**src/rtl/hazard_pkg.sv**
```systemverilog
// Shared encodings for the pipeline hazard controller: forwarding selects,
// memory-wait FSM states and a small forwarding-priority helper.
package hazard_pkg;

    // ALU operand source selects
    localparam logic [1:0] FWD_NONE = 2'b00;
    localparam logic [1:0] FWD_WB   = 2'b01;
    localparam logic [1:0] FWD_MEM  = 2'b10;

    // Data-memory wait FSM states
    typedef enum logic [0:0] {
        ST_IDLE = 1'b0,
        ST_WAIT = 1'b1
    } mem_state_e;

    // Memory-stage result is younger than writeback, so it wins when both match
    function automatic logic [1:0] fwd_select(input logic hit_m, input logic hit_w);
        if (hit_m)
            return FWD_MEM;
        else if (hit_w)
            return FWD_WB;
        else
            return FWD_NONE;
    endfunction

endpackage

```
**src/rtl/mem_wait_fsm.sv**
```systemverilog
// Variable-latency data-memory wait tracker. Tracks an outstanding access,
// counts wait cycles, abandons the access after MEM_TIMEOUT wait cycles and
// raises a sticky timeout flag.
module mem_wait_fsm
    import hazard_pkg::*;
#(
    parameter int unsigned MEM_TIMEOUT = 15
)
(
    input  logic i_clk,
    input  logic i_rst,
    input  logic i_mem_req,
    input  logic i_mem_ack,
    output logic o_mem_stall,
    output logic o_timeout_err
);

    localparam int unsigned         CNT_W   = $clog2(MEM_TIMEOUT + 1);
    localparam logic [CNT_W-1:0]    CNT_MAX = CNT_W'(MEM_TIMEOUT);

    mem_state_e         r_state;
    mem_state_e         w_state_nxt;
    logic [CNT_W-1:0]   r_cnt;
    logic [CNT_W-1:0]   w_cnt_nxt;
    logic               r_err;
    logic               w_err_nxt;

    // State, wait counter and sticky error registers
    always_ff @(posedge i_clk or posedge i_rst) begin
        if (i_rst) begin
            r_state <= ST_IDLE;
            r_cnt   <= '0;
            r_err   <= 1'b0;
        end else begin
            r_state <= w_state_nxt;
            r_cnt   <= w_cnt_nxt;
            r_err   <= w_err_nxt;
        end
    end

    // Next-state, counter update and stall request.
    // WAIT transitions depend only on ack/timeout, so a request that drops
    // mid-wait releases the stall but the FSM still waits for ack or timeout.
    always_comb begin
        w_state_nxt = r_state;
        w_cnt_nxt   = r_cnt;
        w_err_nxt   = r_err;
        o_mem_stall = 1'b0;
        case (r_state)
            ST_IDLE: begin
                o_mem_stall = i_mem_req & ~i_mem_ack;
                if (i_mem_req && !i_mem_ack) begin
                    w_state_nxt = ST_WAIT;
                    w_cnt_nxt   = CNT_W'(1);
                end
            end
            ST_WAIT: begin
                o_mem_stall = i_mem_req & ~i_mem_ack & (r_cnt < CNT_MAX);
                if (i_mem_ack) begin
                    w_state_nxt = ST_IDLE;
                    w_cnt_nxt   = '0;
                end else if (r_cnt == CNT_MAX) begin
                    w_state_nxt = ST_IDLE;
                    w_cnt_nxt   = '0;
                    w_err_nxt   = 1'b1;
                end else begin
                    w_cnt_nxt   = r_cnt + CNT_W'(1);
                end
            end
            default: begin
                w_state_nxt = ST_IDLE;
                w_cnt_nxt   = '0;
            end
        endcase
    end

    assign o_timeout_err = r_err;

endmodule

```
**src/rtl/pipe_hazard_ctrl.sv**
```systemverilog
// Hazard/forwarding controller for the 5-stage RISC-V pipeline with
// variable-latency data-memory support (freeze F..M, bubble W while waiting).
// Optional performance counters are built when PIPE_HAZ_PERF_EN is defined;
// otherwise StallCnt/FlushCnt are constant zero.
module pipe_hazard_ctrl
    import hazard_pkg::*;
#(
    parameter int unsigned REG_ADDR_W  = 5,
    parameter int unsigned MEM_TIMEOUT = 15,
    parameter int unsigned PERF_W      = 16
)
(
    input  logic                  clk,
    input  logic                  reset,
    input  logic [REG_ADDR_W-1:0] RS1D,
    input  logic [REG_ADDR_W-1:0] RS2D,
    input  logic [REG_ADDR_W-1:0] RS1E,
    input  logic [REG_ADDR_W-1:0] RS2E,
    input  logic [REG_ADDR_W-1:0] RDE,
    input  logic                  ResultSrcE0,
    input  logic                  PCSrcE,
    input  logic [REG_ADDR_W-1:0] RDM,
    input  logic [REG_ADDR_W-1:0] RDW,
    input  logic                  RegWriteM,
    input  logic                  RegWriteW,
    input  logic                  MemReqM,
    input  logic                  MemAckM,
    output logic                  StallF,
    output logic                  StallD,
    output logic                  StallE,
    output logic                  StallM,
    output logic                  FlushD,
    output logic                  FlushE,
    output logic                  FlushW,
    output logic [1:0]            ForwardAE,
    output logic [1:0]            ForwardBE,
    output logic                  MemTimeoutErr,
    output logic [PERF_W-1:0]     StallCnt,
    output logic [PERF_W-1:0]     FlushCnt
);

    logic w_mem_stall;
    logic w_lw_stall;
    logic w_hit_m_a;
    logic w_hit_w_a;
    logic w_hit_m_b;
    logic w_hit_w_b;

    mem_wait_fsm #(
        .MEM_TIMEOUT (MEM_TIMEOUT)
    ) u_mem_wait (
        .i_clk         (clk),
        .i_rst         (reset),
        .i_mem_req     (MemReqM),
        .i_mem_ack     (MemAckM),
        .o_mem_stall   (w_mem_stall),
        .o_timeout_err (MemTimeoutErr)
    );

    assign w_hit_m_a = RegWriteM && (RDM != '0) && (RDM == RS1E);
    assign w_hit_w_a = RegWriteW && (RDW != '0) && (RDW == RS1E);
    assign w_hit_m_b = RegWriteM && (RDM != '0) && (RDM == RS2E);
    assign w_hit_w_b = RegWriteW && (RDW != '0) && (RDW == RS2E);

    // ALU operand forwarding selects
    always_comb begin
        ForwardAE = fwd_select(w_hit_m_a, w_hit_w_a);
        ForwardBE = fwd_select(w_hit_m_b, w_hit_w_b);
    end

    assign w_lw_stall = ResultSrcE0 && (RDE != '0) &&
                        ((RDE == RS1D) || (RDE == RS2D)) && !PCSrcE;

    // Stall/flush priority: memory wait, then taken branch, then load-use.
    // During a memory wait D/E are frozen rather than flushed so a pending
    // branch or load-use is re-evaluated once the access completes.
    always_comb begin
        StallF = 1'b0;
        StallD = 1'b0;
        StallE = 1'b0;
        StallM = 1'b0;
        FlushD = 1'b0;
        FlushE = 1'b0;
        FlushW = 1'b0;
        if (w_mem_stall) begin
            StallF = 1'b1;
            StallD = 1'b1;
            StallE = 1'b1;
            StallM = 1'b1;
            FlushW = 1'b1;
        end else if (PCSrcE) begin
            FlushD = 1'b1;
            FlushE = 1'b1;
        end else if (w_lw_stall) begin
            StallF = 1'b1;
            StallD = 1'b1;
            FlushE = 1'b1;
        end
    end

`ifdef PIPE_HAZ_PERF_EN
    logic [PERF_W-1:0] r_stall_cnt;
    logic [PERF_W-1:0] r_flush_cnt;

    // Saturating stall/flush event counters
    always_ff @(posedge clk or posedge reset) begin
        if (reset) begin
            r_stall_cnt <= '0;
            r_flush_cnt <= '0;
        end else begin
            if (StallF && (r_stall_cnt != '1))
                r_stall_cnt <= r_stall_cnt + PERF_W'(1);
            if ((FlushD || FlushE || FlushW) && (r_flush_cnt != '1))
                r_flush_cnt <= r_flush_cnt + PERF_W'(1);
        end
    end

    assign StallCnt = r_stall_cnt;
    assign FlushCnt = r_flush_cnt;
`else
    assign StallCnt = '0;
    assign FlushCnt = '0;
`endif

endmodule

```
**config.mk**
```make
export PLATFORM = sky130hd
export DESIGN_NAME = pipe_hazard_ctrl
export DESIGN_NICKNAME = d
export VERILOG_FILES = /design/src/rtl/hazard_pkg.sv /design/src/rtl/mem_wait_fsm.sv /design/src/rtl/pipe_hazard_ctrl.sv
export SDC_FILE = /design/constraint.sdc
export NUM_CORES = 1
export LEC_CHECK = 0
export CAP_MARGIN = 20
export CORE_MARGIN = 4
export CORE_UTILIZATION = 30
export DETAILED_ROUTE_END_ITERATION = 6
export HOLD_SLACK_MARGIN = 0.06
export PLACE_DENSITY_LB_ADDON = 0.1
export SYNTH_ARGS = -nofsm -noshare
export SYNTH_HDL_FRONTEND = slang
export SYNTH_SLANG_ARGS = --single-unit
export TNS_END_PERCENT = 1
```
**constraint.sdc**
```tcl
create_clock -name clk -period 1.3 [get_ports clk]
set_input_delay 0.13 -clock clk [delete_from_list [all_inputs] [get_ports clk]]
set_output_delay 0.13 -clock clk [all_outputs]
set_load 0.005 [all_outputs]
```
==> reports/summary.txt <==
ANT nets after route = 0
Largest net degree at the start of global routing = 8
HP Class = in -> async
WL final = 2.87 mm
CTS Buf Count = 3
Worst vdd ir = 0.287 mV
Routability cong. = 0.942
CP Cell Sequence = buf_6 -> buf_6 -> xor2_1 -> or4_4 -> nor4_2 -> buf_2
Nets@finish = 244
Number of flops mapped to enable cells by yosys = 0
H-tree depth = 1
CTS root buffer = clkbuf_4
Clk_skew = 0.00974 ns
Worst setup SP type = input pin
Most frequent cells after synthesis = buf_4, xor2_1, xnor2_1, dfrtp_1
Critical path's largest stage delay = 0.54 ns
Input/output buffers = 54
Synth top area share = 27.8%
Distinct cells, synth = 29
Initial antenna violation count = 0
Post-route worst setup slack = -0.248 ns
Power per Cell Area = 500 nW/um2
Top cell by count, worst path = buf_6
Vias in the first global route = 1000
CP max stage cell = or4_4
Unrepaired setup endpoints after global routing = yes
Inst Count DP = 235
Most frequent cell after synthesis = buf_4
Area contributors post-synth = buf_4, xor2_1, dfrtp_1
Pre-CTS setup slack = -0.976 ns
Critical path class = in -> out
Hold Vio Cnt, Final = 0
Synth Flop Type = dfrtp_1
Final design utilization = 53.0%
Congestion Overflow GR = 0
Setup violators final = 11
Fillers = 311
Status = finished with violations
Rows = 20
Max Slew Vio Count = 0
First DRT Iteration DRCs = 13
Clock transition at the registers of the reported paths = 0.05 ns
Hold Buf Count CTS = 0
Initial core utilization = 31.9%
Gr usage total = 12.8%
DR vias/cell = 4.10
First-pass GRT wire length = 4.35 mm
Clk buf depth = 2
Mean Syn Cell Area = 8.32 um2
Max FO, Critical Path = 2
I/O pin total = 87
Finished Layout Cells = 242
Post-Syn Instances = 120
CTS tree = done
Sequential cell area fraction in the yosys report = 15.0%
#FFs+latches synth = 6
Die Height = 65.7 um
FMAX = 646 MHz
DR DRC count = 0
Worst EP arrival = 1.42 ns
TritonRoute pass-1 iters = 3
Clock Latency Late Sink = 0.25 ns
Hold slack final = 0.0945 ns
Failing checks = setup timing
HPWL after DPL = 2.49 mm
Max_cap viols = 0
Top cell type by total area after synthesis = buf_4
Mapped cell area = 998 um2
Core ar. = 3130 um2
Setup tns final = -1.62 ns
Critical path endpoint category = output port
Period utilisation layout = 119%
Synthesis-to-layout area growth = 66.2%
Wire per inst = 11.8 um
Die W = 65.7 um
Via count = 993
Asr flop ratio synth = 100%
Ys Warns = 0
Critical Path RT = 1.17 ns
Die area = 4320 um2
Pleak = 0.829 nW
Share of layout cells above drive strength 1 = 34.8%
Clk sinks = 6
N_diodes = 0
Fin crit period = 1.55 ns
[repair_timing]
item / 4_1_cts / 5_1_grt
cloned: 0 / 0
endpoints found under the setup margin: 11 / 11
buffers inserted: 4 / 0
gates resized for setup: 125 / 4
pin swaps: 18 / 2
[critical path: cells and delay by family]
family | cells | cell delay [ns]
xor+xnor | 1 | 0.14
simple gates | 2 | 0.80
buf+inv | 3 | 0.35
[stage by stage]
step | instance area [um2] | total power [W]
floorplan | 1110 | 0.000446
global placement | 1610 | 0.000643
detailed placement | 1610 | 0.000652
CTS | 1660 | 0.000829
global route | 1660 | 0.000898
finish | 1660 | 0.000829
[sequential cells by signal, indices dropped and copies added (netlist names)]
name and count:
u_mem_wait.o_timeout_err 1, u_mem_wait.r_cnt 4, u_mem_wait.r_state 1
[layout by cell type, fill, tap and decap left out, drive strengths merged, types with 5 or more instances in the layout]
cell type / instances
buf: 42
conb: 32
xor2: 25
dlygate4sd2: 15
clkdlybuf4s50: 11
clkdlybuf4s15: 11
xnor2: 7
dfrtp: 6
or4: 5
clkbuf: 5
[worst paths after layout]
| kind | from | end | slack (ns) | cells after the start |
|---|---|---|---|---|
| setup reg to reg | u_mem_wait.r_cnt[1] | u_mem_wait.r_state | 0.13 | 4 |
| setup / recovery | RDW[1] | ForwardBE[0] | -0.25 | 6 |
| max in group asynchronous | reset | u_mem_wait.r_cnt[1] | 1.00 | 2 |
| hold / removal | reset | u_mem_wait.r_state | 0.09 | 2 |
| hold reg to reg | u_mem_wait.o_timeout_err | u_mem_wait.o_timeout_err | 0.46 | 1 |
| min in group clk | u_mem_wait.o_timeout_err | u_mem_wait.o_timeout_err | 0.46 | 1 |
[routing by layer]
metal	track usage, %	routed length (um)
met4	4.66	30
met5	0	0
met2	24.3	1490
met3	1.03	219
met1	14.6	1120
[final cells by class]
cell class | count | area (um2) | area share (%)
inverter | 4 | 15.0 | 0.905
sequential | 6 | 150 | 9.05
clock buffer | 3 | 22.5 | 1.36
tap | 44 | 55.1 | 3.32
timing repair buffer | 81 | 662 | 39.9
multi-input combinational | 104 | 754 | 45.5
[kinds of logic after synthesis]
family | share of synthesized area, %
buffers and inverters | 29.3
xor gates and xnor gates | 28.1
and+or+nand+nor | 16.3
AOI/OAI and AO/OA | 9.65
DFF | 15.0
adders and majority gates | 1.25
other | 0.376
[power by group]
group / internal, W / leakage, nW / total (W) / switching, W
Combinational: 0.000247 / 0.735 / 0.000450 / 0.000203
Clock: 0.000104 / 0.0138 / 0.000170 / 0.0000658
Sequential: 0.000202 / 0.0795 / 0.000209 / 0.00000771
(Power assumes the default switching activity.)
